$ cat src/rtl/mux4_rr_arbiter.sv
// mux4_rr_arbiter: round-robin arbiter that owns the select lines of a shared 4:1 single-bit mux.
// Optional forced-handoff timeout is compiled in with `define MUX4_ARB_TIMEOUT_EN.
`default_nettype none

module mux4_rr_arbiter #(
  parameter int HOLD_MAX = 4,
  parameter int CNT_W    = 4
) (
  input  logic       clk,
  input  logic       reset,
  input  logic [3:0] req,
  input  logic [3:0] d,
  output logic [3:0] grant,
  output logic [1:0] select,
  output logic       q,
  output logic       busy
);

  typedef enum logic [0:0] {
    S_IDLE  = 1'b0,
    S_GRANT = 1'b1
  } state_t;

  state_t           r_state, w_state_nxt;
  logic [1:0]       r_ptr, w_ptr_nxt;
  logic [CNT_W-1:0] r_cnt, w_cnt_nxt;
  logic [3:0]       r_grant, w_grant_nxt;
  logic [1:0]       r_sel, w_sel_nxt;
  logic             r_q, w_q_nxt;

  // Returns {found, index}: first set bit of r scanning upward from p with wrap.
  function automatic logic [2:0] rr_pick(input logic [3:0] r, input logic [1:0] p);
    logic [2:0] res;
    logic [1:0] k;
    res = 3'b000;
    for (int i = 3; i >= 0; i--) begin
      k = p + 2'(i);
      if (r[k]) res = {1'b1, k};
    end
    return res;
  endfunction

  logic [3:0] w_others;
  logic [1:0] w_hand_ptr;
  logic [2:0] w_pick_idle;
  logic [2:0] w_pick_hand;
  logic       w_cnt_top;
  logic       w_force;
  logic       w_cnt_clr;

  assign w_others    = req & ~(4'b0001 << r_sel);
  assign w_hand_ptr  = r_sel + 2'd1;
  assign w_pick_idle = rr_pick(req, r_ptr);
  assign w_pick_hand = rr_pick(w_others, w_hand_ptr);
  assign w_cnt_top   = (r_cnt == CNT_W'(HOLD_MAX - 1));

`ifdef MUX4_ARB_TIMEOUT_EN
  assign w_force   = w_cnt_top && req[r_sel] && (|w_others);
  assign w_cnt_clr = w_cnt_top;
`else
  assign w_force   = 1'b0;
  assign w_cnt_clr = 1'b0;
`endif

  always_ff @(posedge clk) begin
    if (reset) begin
      r_state <= S_IDLE;
      r_ptr   <= 2'd0;
      r_cnt   <= '0;
      r_grant <= 4'b0000;
      r_sel   <= 2'd0;
      r_q     <= 1'b0;
    end else begin
      r_state <= w_state_nxt;
      r_ptr   <= w_ptr_nxt;
      r_cnt   <= w_cnt_nxt;
      r_grant <= w_grant_nxt;
      r_sel   <= w_sel_nxt;
      r_q     <= w_q_nxt;
    end
  end

  always_comb begin
    w_state_nxt = r_state;
    w_ptr_nxt   = r_ptr;
    w_cnt_nxt   = r_cnt;
    w_grant_nxt = r_grant;
    w_sel_nxt   = r_sel;
    w_q_nxt     = r_q;
    case (r_state)
      S_IDLE: begin
        w_q_nxt     = 1'b0;
        w_grant_nxt = 4'b0000;
        if (w_pick_idle[2]) begin
          w_state_nxt = S_GRANT;
          w_grant_nxt = 4'b0001 << w_pick_idle[1:0];
          w_sel_nxt   = w_pick_idle[1:0];
          w_cnt_nxt   = '0;
        end
      end
      S_GRANT: begin
        w_q_nxt = d[r_sel];
        // Release and forced handoff share one path: the outgoing owner is masked.
        if (!req[r_sel] || w_force) begin
          w_ptr_nxt = w_hand_ptr;
          w_cnt_nxt = '0;
          if (w_pick_hand[2]) begin
            w_grant_nxt = 4'b0001 << w_pick_hand[1:0];
            w_sel_nxt   = w_pick_hand[1:0];
          end else begin
            w_state_nxt = S_IDLE;
            w_grant_nxt = 4'b0000;
            w_q_nxt     = 1'b0;
          end
        end else if (w_cnt_clr) begin
          w_cnt_nxt = '0;
        end else if (!w_cnt_top) begin
          w_cnt_nxt = r_cnt + CNT_W'(1);
        end
      end
      default: begin
        w_state_nxt = S_IDLE;
        w_grant_nxt = 4'b0000;
        w_q_nxt     = 1'b0;
      end
    endcase
  end

  assign grant  = r_grant;
  assign select = r_sel;
  assign q      = r_q;
  assign busy   = (r_state == S_GRANT);

endmodule

`default_nettype wire

$ cat config.mk
export PLATFORM = sky130hd
export DESIGN_NAME = mux4_rr_arbiter
export DESIGN_NICKNAME = d
export VERILOG_FILES = /design/src/rtl/mux4_rr_arbiter.sv
export SDC_FILE = /design/constraint.sdc
export NUM_CORES = 1
export LEC_CHECK = 0
export ABC_AREA = 1
export CORE_UTILIZATION = 30
export DETAILED_ROUTE_END_ITERATION = 7
export PLACE_DENSITY = 0.62
export SETUP_SLACK_MARGIN = 0.3
export SLEW_MARGIN = 40
export SYNTH_ARGS = -nofsm -noshare
export SYNTH_HDL_FRONTEND = slang
export SYNTH_SLANG_ARGS = --single-unit
$ cat constraint.sdc
create_clock -name clk -period 3 [get_ports clk]
set_input_delay 0.9 -clock clk [delete_from_list [all_inputs] [get_ports clk]]
set_output_delay 0.9 -clock clk [all_outputs]
set_load 0.01 [all_outputs]
-- Yosys cells after proc, flatten, opt, wreduce, memory -nomap -nowiden
Cells that the tools add are included.
W data, S select, Z words.
- equality and inequality tests: 3
- order comparisons: 9
- muxes and demuxes: 43
- reductions and logical operators: 2
- bitwise operators: 4
- shift operators: 3
- $add $sub $neg: 7
- operators by type and width (operator ; number):
    $lt A2 B3 Y1 const B ; 9
    $mux W3 ; 8
    $bmux W1 S2 ; 10
    $mux W1 ; 15
    $mux W4 ; 3
    $shl A1 B2 Y4 const A ; 3
    $add A2 B2 Y2 const B ; 4
    $pmux W4 S2 ; 1
    $add A2 B1 Y2 const B ; 3
    $mux W2 ; 3
    $and A4 B4 Y4 ; 1
    $ne A2 B2 Y1 const B ; 2
    $not A4 Y4 ; 1
    $pmux W1 S2 ; 2
    $pmux W2 S2 ; 1
    $reduce_and A3 Y1 ; 1
    $ne A2 B1 Y1 const B ; 1
    $not A1 Y1 ; 2
    $reduce_and A2 Y1 ; 1
- register bits: 10
- input port bits: 10
- logic and storage cells: 76

-- Depth between registers and ports, before layout
Gate-level depths: netlist of the first run.
- depth in word-level cells: 13
- mapped depth: 16
- depth with buffers taken out: 15

-- Least setup slack after synthesis of the first run
OpenSTA, ideal clock, no wires.
- kind: reg-to-reg
- from: register r_sel[0], in the netlist select[0]
- to: register r_grant[3], in the netlist grant[3]
- cell stages (with the launch flop): 15
- arrival time: 1907 ps
- required time: 2934 ps
- setup time: 66 ps
- path slack: 1027 ps
- period minus slack after synthesis: 1973 ps
- cell sequence: dfxtp_1 > inv_2 > buf_6 > ha_1 > inv_1 > nand2_1 > nand2_2 > nand2_2 > nand2_2 > inv_2 > a21oi_2 > nand2_2 > nand2_2 > nand3_1 > a21oi_2
- elaborated cells between the ends (all ways): 26
- classes of those cells: 4 x add/sub; 1 x eq/ne; 2 x shift; 17 x mux; 2 x bitwise
- RTL lines (item ; RTL line ; source):
    from (decl) ; 28 ; logic [1:0] r_sel, w_sel_nxt;
    from (signal assigned) ; 78 ; r_sel <= w_sel_nxt;
    $add A2 B1 Y2 * ; 52 ; assign w_hand_ptr = r_sel + 2'd1;
    net w_hand_ptr[0] ; 44 ; logic [1:0] w_hand_ptr;
    $add A2 B2 Y2 ; 37 ; k = p + 2'(i);
    $bmux W1 S2 ; 38 ; if (r[k]) res = {1'b1, k};
    $mux W1 (not written as such) ; 38 ;
    $mux W3 (3 in series) ; 38 ;
    $mux W3 * ; 38 ;
    $shl A1 B2 Y4 ; 108 ; w_grant_nxt = 4'b0001 << w_pick_hand[1:0];
    $mux W4 * ; 107 ; if (w_pick_hand[2]) begin
    $mux W4 * ; 104 ; if (!req[r_sel] || w_force) begin
    $pmux W4 S2 * ; 90 ; case (r_state)
    to (signal assigned) ; 77 ; r_grant <= w_grant_nxt;
    to (decl) ; 27 ; logic [3:0] r_grant, w_grant_nxt;
The timed path passes the listed nets; every way through them passes the cells marked *. The select of a mux whose other input is x is not followed.
A chain may end at the register's enable or synchronous reset.

-- Final worst setup path of the first run
- from: input req[1]
- to: register r_grant[2], in the netlist grant[2]
- word-level cells in the longest chain between the ends: 11
- elaborated cells between the ends (all ways): 34
- classes of those cells: 1 x eq/ne; 2 x shift; 30 x mux; 1 x bitwise
- RTL lines (item ; RTL line ; source):
    from (decl) ; 11 ; input logic [3:0] req,
    $and A4 B4 Y4 ; 51 ; assign w_others = req & ~(4'b0001 << r_sel);
    $bmux W1 S2 ; 38 ;
    $mux W1 (not written as such) ; 38 ;
    $mux W3 (4 in series) ; 38 ;
    $shl A1 B2 Y4 ; 108 ;
    $mux W4 ; 107 ;
    $mux W4 ; 104 ;
    $pmux W4 S2 ; 90 ;
Several ways; a longest one is shown, not always the timed one. The select of a mux whose other input is x is not followed.

==> results of run 1 <==
==> worst reg2reg max path, cell delays in order, from the launching register on <==
cell and delay, ps:
dfxtp_1 430, inv_1 180, ha_1 390, inv_1 140
nand2_1 70, nand2_2 110, nand2_1 80, nand2_1 70
nor2_1 40, nor2_1 100, nand2_2 90, nand2_2 90
nand3_1 90, a21oi_2 130
==> how the worst min path moves through the flow <==
| stage | slack [ps] | to | startpoint |
|---|---|---|---|
| after floorplan | 540 | r_ptr[1] | r_ptr[1] |
| after CTS | 560 | grant[2] | grant[2] |
| after global routing | 600 | grant[3] | grant[3] |
| final | 550 | grant[0] | grant[0] |
| after detailed placement | 550 | grant[1] | grant[1] |
| after global placement | 540 | grant[0] | grant[0] |
==> area by class of cell <==
cell class / instances / area, um^2
fill: 372 / 2080
timing repair buffer: 19 / 185
multi-input combinational: 152 / 756
clock buffer: 4 / 55.1
inverter: 29 / 111
sequential: 10 / 200
tap: 46 / 57.6
==> per-stage QoR <==
| stage | instances | setup slack [ps] | instance area (um^2) |
|---|---|---|---|
| after CTS | 260 | 732 | 1370 |
| after global routing | 260 | 486 | 1370 |
| final | 260 | 745 | 1370 |
| after detailed placement | 256 | 483 | 1310 |
| after floorplan | 195 | 1030 | 1100 |
| after global placement | 256 | 474 | 1310 |
==> flip-flops by register name, summed over array words and instances (netlist names) <==
name,flops
grant,4
r_ptr,2
select,2
busy,1
q,1
==> placed cells by master (no fill, tap or decap), drive strengths merged <==
cell,instances
nand2,84
inv,29
nand3,20
clkdlybuf4s50,17
nor2,15
a21oi,15
dfxtp,10
o21ai,9
ha,4
clkbuf,4
nor3,2
nand4,2
buf,2
a32o,1
==> metal layers <==
metal	track usage (%)	vias to the layer above	wire length (um)
met5	0	-	0
met4	3.49	0	21
met3	2.74	3	68
met2	25.0	19	1150
met1	17.9	516	1220
li1	-	647	-
==> logic make-up (layout without fill, tap and decap cells) <==
kind of cell / after synthesis / after routing / share of synthesized area, %
adders and majority gates: 4 / 4 / 4.53
AOI/OAI and AO/OA: 25 / 25 / 13.5
and+or+nand+nor: 123 / 123 / 50.4
buffers and inverters: 33 / 52 / 13.5
DFF: 10 / 10 / 18.1
==> report_power, final <==
group	total, mW	internal [mW]	switching [mW]
Sequential	0.234	0.189	0.0451
Combinational	1.25	0.459	0.787
Clock	0.173	0.116	0.0575
==> results.json, run 1 <==
{
  "fp.coreArea_mm2": 0.00344,
  "dr.pass1.iters": 4,
  "cp_top_family": "buffers and inverters",
  "syn_nets": 209,
  "worst-slew-pin-transition_ps": 368,
  "timing_worst_setup_path_type": "in -> reg",
  "synth_top_cell_area_share_pct": 23.8,
  "antenna-diode-count": 0,
  "synth_commonest_cells": "70 x nand2_1, 26 x inv_1, 15 x nand3_1",
  "placementRows": 21,
  "layout-drive-gt1-share_pct": 15.9,
  "finalWeightedCongestion": 0.898,
  "critical_path_arrival_ps": 2390,
  "rsz0062_at_grt": "no",
  "final_nets": 229,
  "vias_per_cell": 4.56,
  "post_synth_main_area_contributors": "nand2_1 24%, dfxtp_1 18%, inv_1 8.8%",
  "synth_seq_area_share_pct": 18.1,
  "critical_path.cell_chain": "clkdlybuf4s50_1, inv_1, nand2_1, nand2_1, inv_1, nand2_1, nand2_1, nand2_1, nand2_1, nand2_2, nand3_1, nor2_1, nor2_1, a21oi_1",
  "max_clock_freq_ghz": 0.443,
  "crit_fanout": 5,
  "die-width_um": 62.7,
  "fin_worst_hold_slack_ps": 555,
  "ys_seq_elements": 10,
  "critical-path-slowest-cell": "clkdlybuf4s50_1",
  "relative_slew_slack_pct": 75.4,
  "worstHoldPathType": "reg -> reg",
  "cts_max_level": 1,
  "floorplan.die.height_um": 62.7,
  "startpoint": "req[1]",
  "finalSetupViolCount": 0,
  "cp_common_cell": "nand2_1",
  "initial_core_util_pct": 32.1,
  "power_density_mw_per_mm2": 1210,
  "drtAntennaViolNets": 0,
  "fin_skew_ps": 1.86,
  "via_count": 1185,
  "final_worst_path_period_share_pct": 75.2,
  "area_growth_syn_to_layout_pct": 23.6,
  "clock_transition_at_the_registers_of_the_reported_paths_ps": 50,
  "tritoncts.num_buffers": 3,
  "cts_root_buf": "clkbuf_8",
  "finalWorstPathRequiredPeriod_ps": 2260,
  "cts.path.max_buffers": 2,
  "end_kind": "register",
  "critPathBufInv": 3,
  "worst_ir_drop_vdd_mv": 0.528,
  "cap_violations": 0,
  "post_cts_resize_count": 0,
  "crit_path_end": "grant[2]",
  "worstSetupPathDepth": 14,
  "ys_async_sr_fraction_pct": 0,
  "final_core_utilization_pct": 39.7,
  "yosys.cell_types.count": 19,
  "worstRegToRegCells": 13,
  "yosys_warnings": 0,
  "timing.critical_path.from_type": "input port",
  "regToRegSetupSlack_ps": 930,
  "maxSlewViolCount": 0,
  "cts.sinks": 10,
  "synthMostInstantiatedCell": "nand2_1",
  "port_buffers": 17,
  "grt.total_usage_pct": 14.3,
  "synthesis.area_mm2": 0.00110,
  "run_status": "completed",
  "grt-ovfl-total": 0,
  "drt_wl_total_mm": 2.46,
  "routed_wire_length_per_instance_um": 9.46,
  "hold_viol": 0,
  "clock_insertion_delay_worst_skew_ps": 240,
  "synthFlopType": "dfxtp_1",
  "total_power_mw": 1.65,
  "antenna_found_initial": 0,
  "synthesis.instances": 195,
  "count_of_boundary_i_o_pins": 18,
  "totalNegativeSetupSlack_ps": 0,
  "synth_edf_count": 0,
  "drt_iter0_drc": 48,
  "post-synth-top-area-cell": "nand2_1",
  "grt_pass1_wl_mm": 4.61,
  "holdPathStages": 2,
  "post_cts_hold_buffer_count": 0,
  "grt_max_degree": 16,
  "endpoint_of_the_worst_slack_reg_to_reg_timing_path": "grant[3]",
  "tritoncts": "yes",
  "vias_in_the_first_global_route": 1108,
  "static-leakage-power_nw": 0.708,
  "die_area_mm2": 0.00393,
  "avgSynthCellArea_um2": 5.67,
  "timing.critical_path.required_ps": 3130,
  "worstReg2RegStart": "select[1]",
  "dp_hpwl_mm": 1.99,
  "postCtsSetupBuffers": 0,
  "worst_path_largest_cell_delay_ps": 580,
  "post-route-drc-count": 0
}
(Power assumes the default switching activity.)
==> run 2, diff against run 1 <==
- clock period: 3 -> 2.1 ns (I/O delays scaled with it)
==> run 2 against run 1 <==
  * Sequential power is 61% higher
  * Combinational power is 82% higher
  * Sequential share of layout area is 1.3 points lower
  * Worst setup slack worse by 410 ps
  * Cell count is 5.4% higher
  * Die area stayed put
  * Power is 74% higher
  * Core utilization is 5.7 points higher
  * Critical path type is now reg -> out
  * Non-clock buffer count is 14 higher
  * Critical path depth is 13 lower
  * Hold slack worse by 13 ps
  * Largest power group unchanged
  * Final area is 14% higher
==> results.json, run 2 (synthesis results as in run 1) <==
{
  "rsz0062_at_grt": "yes",
  "port_buffers": 17,
  "end_kind": "primary output",
  "worst_path_largest_cell_delay_ps": 530,
  "critical-path-slowest-cell": "clkdlybuf4s50_1",
  "routed_wire_length_per_instance_um": 10.8,
  "crit_fanout": 5,
  "grt_max_degree": 12,
  "finalWeightedCongestion": 0.843,
  "via_count": 1276,
  "dr.pass1.iters": 5,
  "fin_skew_ps": 3.09,
  "drt_wl_total_mm": 2.95,
  "final_cell_mix": "61 x nand2_1, 20 x nand2_2, 18 x inv_1",
  "vias_in_the_first_global_route": 1156,
  "critical_path.cell_chain": "clkdlybuf4s50_1",
  "clock_insertion_delay_worst_skew_ps": 230,
  "cap_violations": 0,
  "antenna_found_initial": 0,
  "die_area_mm2": 0.00393,
  "placementRows": 21,
  "initial_core_util_pct": 32.1,
  "grt-ovfl-total": 0,
  "floorplan.die.height_um": 62.7,
  "die-width_um": 62.7,
  "power_density_mw_per_mm2": 1840,
  "worstHoldPathType": "reg -> reg",
  "post_cts_hold_buffer_count": 0,
  "post-route-drc-count": 0,
  "hold_viol": 0,
  "grt.total_usage_pct": 14.7,
  "tritoncts": "yes",
  "cts.sinks": 10,
  "run_status": "completed",
  "dp_hpwl_mm": 2.12,
  "worst_ir_drop_vdd_mv": 1.08,
  "final_core_utilization_pct": 45.4,
  "critical_path_arrival_ps": 1140,
  "fp.coreArea_mm2": 0.00344,
  "finalWorstPathRequiredPeriod_ps": 1770,
  "timing.critical_path.required_ps": 1470,
  "clock_transition_at_the_registers_of_the_reported_paths_ps": 50,
  "antenna-diode-count": 0,
  "mostFrequentLayoutCell": "nand2_1",
  "vias_per_cell": 4.66,
  "total_power_mw": 2.88,
  "timing.critical_path.from_type": "register",
  "area_growth_syn_to_layout_pct": 41.4,
  "filler_cell_count": 369,
  "drtAntennaViolNets": 0,
  "static-leakage-power_nw": 0.795,
  "drt_iter0_drc": 52,
  "regToRegSetupSlack_ps": 380,
  "grt_pass1_wl_mm": 4.71,
  "tritoncts.num_buffers": 3,
  "timing_worst_setup_path_type": "reg -> out",
  "worst-slew-pin-transition_ps": 229,
  "layout-drive-gt1-share_pct": 36.4,
  "cts_root_buf": "clkbuf_8",
  "largest_reg_flops": 4,
  "relative_slew_slack_pct": 84.7,
  "final_nets": 243,
  "cts_max_level": 1,
  "critPathBufInv": 1,
  "preCtsSetupSlack_ps": -154,
  "finalSetupViolCount": 0,
  "final.setup.worst_slack_ps": 332,
  "cts.path.max_buffers": 2,
  "count_of_boundary_i_o_pins": 18,
  "cp_top_family": "buffers and inverters",
  "maxSlewViolCount": 0,
  "final_worst_path_period_share_pct": 84.2,
  "max_clock_freq_ghz": 0.566
}
==> run 2: per-layer routing <==
metal / part of all wire (%) / up-vias / routed length [um] / global-route usage, %
met4: 0.92 / 0 / 27 / 4.07
li1: - / 678 / - / -
met5: 0 / - / 0 / 0
met3: 2.1 / 4 / 62 / 2.92
met2: 52 / 22 / 1540 / 26.0
met1: 45 / 572 / 1320 / 17.9
==> run 2: cell type report <==
cell class | count | area [um^2] | area share [%]
flip-flops and latches | 10 | 209 | 13.4
multi-input cells | 152 | 848 | 54.3
inverters | 29 | 119 | 7.61
well taps | 46 | 57.6 | 3.68
clock buffers | 4 | 55.1 | 3.52
repair buffers | 33 | 274 | 17.5
==> run 2: through the flow <==
step	instances	setup TNS, ps	cell area (um^2)	hold WS, ps
floorplan	195	0	1120	539
global placement	263	-822	1380	533
detailed placement	263	-917	1380	540
CTS	267	0	1430	547
global route	274	0	1560	594
finish	274	0	1560	542
==> run 2: power breakdown <==
part,switching [mW],leakage [nW],internal [mW]
registers,0.0919,0.0843,0.285
logic,1.35,0.682,0.915
clock network,0.0716,0.0288,0.164
==> run 2: path summary, 6_finish.rpt <==
path / start / to / cells past startpoint
hold / removal: grant[2] / grant[2] / 2
setup / recovery: select[1] / select[1] / 1
setup reg to reg: select[0] / grant[0] / 11
hold reg to reg: grant[2] / grant[2] / 2
==> run 2: what timing repair did <==
item | CTS | global route
endpoints found under the setup margin | 10 | 9
pin swaps | 1 | 14
hold endpoints to repair | 0 | 0
resized for setup | 8 | 46
setup buffers | 0 | 7
==> run 3, diff against run 2 <==
- clock period: 2.1 -> 1.8 ns (I/O delays scaled with it)
==> run 3 against run 2 <==
  * Flip-flop and latch count did not move
  * Via count is 0.31% higher
  * Combinational power increased by 26%
  * Sequential share of layout area fell by 0.26 points
  * Critical path depth is 9 higher
  * Final area up 3.2%
  * Clock power grew 6%
  * Critical endpoint is now grant[2]
==> results.json, run 3 (synthesis results as in run 1) <==
{
  "net-switching-power_mw": 1.92,
  "dr.pass1.iters": 4,
  "cts.sinks": 10,
  "tritoncts.num_buffers": 3,
  "floorplan.die.height_um": 62.7,
  "dpl-instance-area_mm2": 0.00140,
  "finalWorstPathRequiredPeriod_ps": 1680,
  "via_count": 1280,
  "critical_path_arrival_ps": 1850,
  "worst-slew-pin-transition_ps": 223,
  "count_of_boundary_i_o_pins": 18,
  "cts_root_buf": "clkbuf_8",
  "final_cell_mix": "56 x nand2_1, 22 x nand2_2, 18 x inv_1",
  "maxSlewViolCount": 0,
  "static-leakage-power_nw": 0.832,
  "rsz0062_at_grt": "yes",
  "final_worst_path_period_share_pct": 93.6,
  "finalSetupViolCount": 0,
  "grt-ovfl-total": 0,
  "fin_worst_hold_slack_ps": 541,
  "crit_fanout": 5,
  "post-route-drc-count": 0,
  "pwr-share-comb_pct": 80.8,
  "cell_internal_pwr_mw": 1.62,
  "relative_slew_slack_pct": 85.0,
  "clock_power_share_pct": 7.0,
  "total_power_mw": 3.54,
  "power_density_mw_per_mm2": 2190,
  "final.setup.worst_slack_ps": 116,
  "mostFrequentLayoutCell": "nand2_1",
  "worstHoldPathType": "reg -> reg",
  "finalWeightedCongestion": 0.851,
  "preCtsSetupSlack_ps": -363,
  "final_design_area_no_fill_mm2": 0.00161,
  "die_area_mm2": 0.00393,
  "fp.coreArea_mm2": 0.00344,
  "clock_transition_at_the_registers_of_the_reported_paths_ps": 50,
  "cts.path.max_buffers": 2,
  "end_kind": "register",
  "sw_frac_of_total_pct": 54.2,
  "tritoncts": "yes",
  "routed_wire_length_per_instance_um": 11.0,
  "cap_violations": 0,
  "clock_insertion_delay_worst_skew_ps": 240,
  "fin_skew_ps": 9.06,
  "layout-drive-gt1-share_pct": 41.0,
  "cts_max_level": 1,
  "filler_cell_count": 363,
  "grt_max_degree": 12,
  "grt.total_usage_pct": 16.0,
  "vias_per_cell": 4.65,
  "port_buffers": 17,
  "timing.critical_path.required_ps": 1970,
  "area_growth_syn_to_layout_pct": 46.0,
  "worst_ir_drop_vdd_mv": 1.17,
  "die-width_um": 62.7,
  "antenna-diode-count": 0,
  "final_nets": 244,
  "timing.critical_path.from_type": "register",
  "drt_wl_total_mm": 3.02,
  "grt_pass1_wl_mm": 5.10,
  "sequential_cell_fraction_of_total_power_pct": 12.2,
  "drt_iter0_drc": 61,
  "dp_hpwl_mm": 2.21,
  "run_status": "completed",
  "antenna_found_initial": 0,
  "timing_worst_setup_path_type": "reg -> reg",
  "vias_in_the_first_global_route": 1185,
  "hold_viol": 0,
  "initial_core_util_pct": 32.1,
  "drtAntennaViolNets": 0,
  "placementRows": 21,
  "largest_reg_flops": 4,
  "max_clock_freq_ghz": 0.594
}
run 3: changes by cell type in the layout (fill, tap and decap cells not counted), moves of 3 or more:
| cell | previous run | this run |
|---|---|---|
| dlygate4sd2_1 | 1 | 7 |
| nand2_1 | 61 | 56 |
| nand3_1 | 8 | 5 |
| nand2_4 | 3 | 6 |
| clkdlybuf4s50_1 | 12 | 5 |
run 3: area by class of cell:
type | instances | area, um^2 | area share [%]
multi-input combinational | 152 | 916 | 56.8
timing repair buffer | 34 | 264 | 16.4
sequential | 10 | 211 | 13.1
inverter | 29 | 119 | 7.37
tap | 46 | 57.6 | 3.57
clock buffer | 4 | 45.0 | 2.79
run 3: worst paths after layout:
| kind | slack, ps | cells after the start | endpoint | from |
|---|---|---|---|---|
| max | 120 | 10 | grant[2] | select[0] |
| min | 540 | 2 | r_ptr[0] | r_ptr[0] |
| max reg2reg | 120 | 10 | grant[2] | select[0] |
| min reg2reg | 540 | 2 | r_ptr[0] | r_ptr[0] |
run 3: power by group through the flow:
stage          clock (mW)  sequential (mW)  combinational [mW]
2_1_floorplan           0            0.432                1.68
3_3_place_gp            0            0.427                2.24
3_5_place_dp            0            0.423                2.27
4_1_cts             0.248            0.429                2.43
5_1_grt             0.262            0.443                3.16
6_report            0.249            0.431                2.86
run 3: metal layers:
layer / wire length [um] / up-vias / share of wire (%) / global-route usage (%)
met4: 25 / 0 / 0.83 / 4.07
met3: 84 / 5 / 2.8 / 3.28
li1: - / 677 / - / -
met2: 1490 / 18 / 49 / 27.3
met5: 0 / - / 0 / 0
met1: 1420 / 580 / 47 / 20.3
run 3: repair_timing:
item	in CTS	in global routing
pin swaps	4	18
setup buffers	4	2
endpoints found under the hold margin	0	0
resized for setup	30	42
hold buffers	0	0
endpoints found under the setup margin	18	11
run 3: stage by stage:
step / setup TNS (ps) / instances / utilization [%]
after global routing: 0 / 275 / 46.9
final: 0 / 275 / 46.9
after CTS: 0 / 273 / 43.6
after detailed placement: -2770 / 265 / 40.7
after global placement: -2860 / 265 / 40.7
after floorplan: 0 / 195 / -
run 3: worst max-delay path, stage by stage (launching register included):
cell and delay (ps):
dfxtp_4 380, inv_4 60, ha_4 290, inv_4 60, nand2_4 60, nand2_4 60, a21oi_1 200, nand2_2 90
nand3_4 120, nand4_1 140, a21oi_1 160
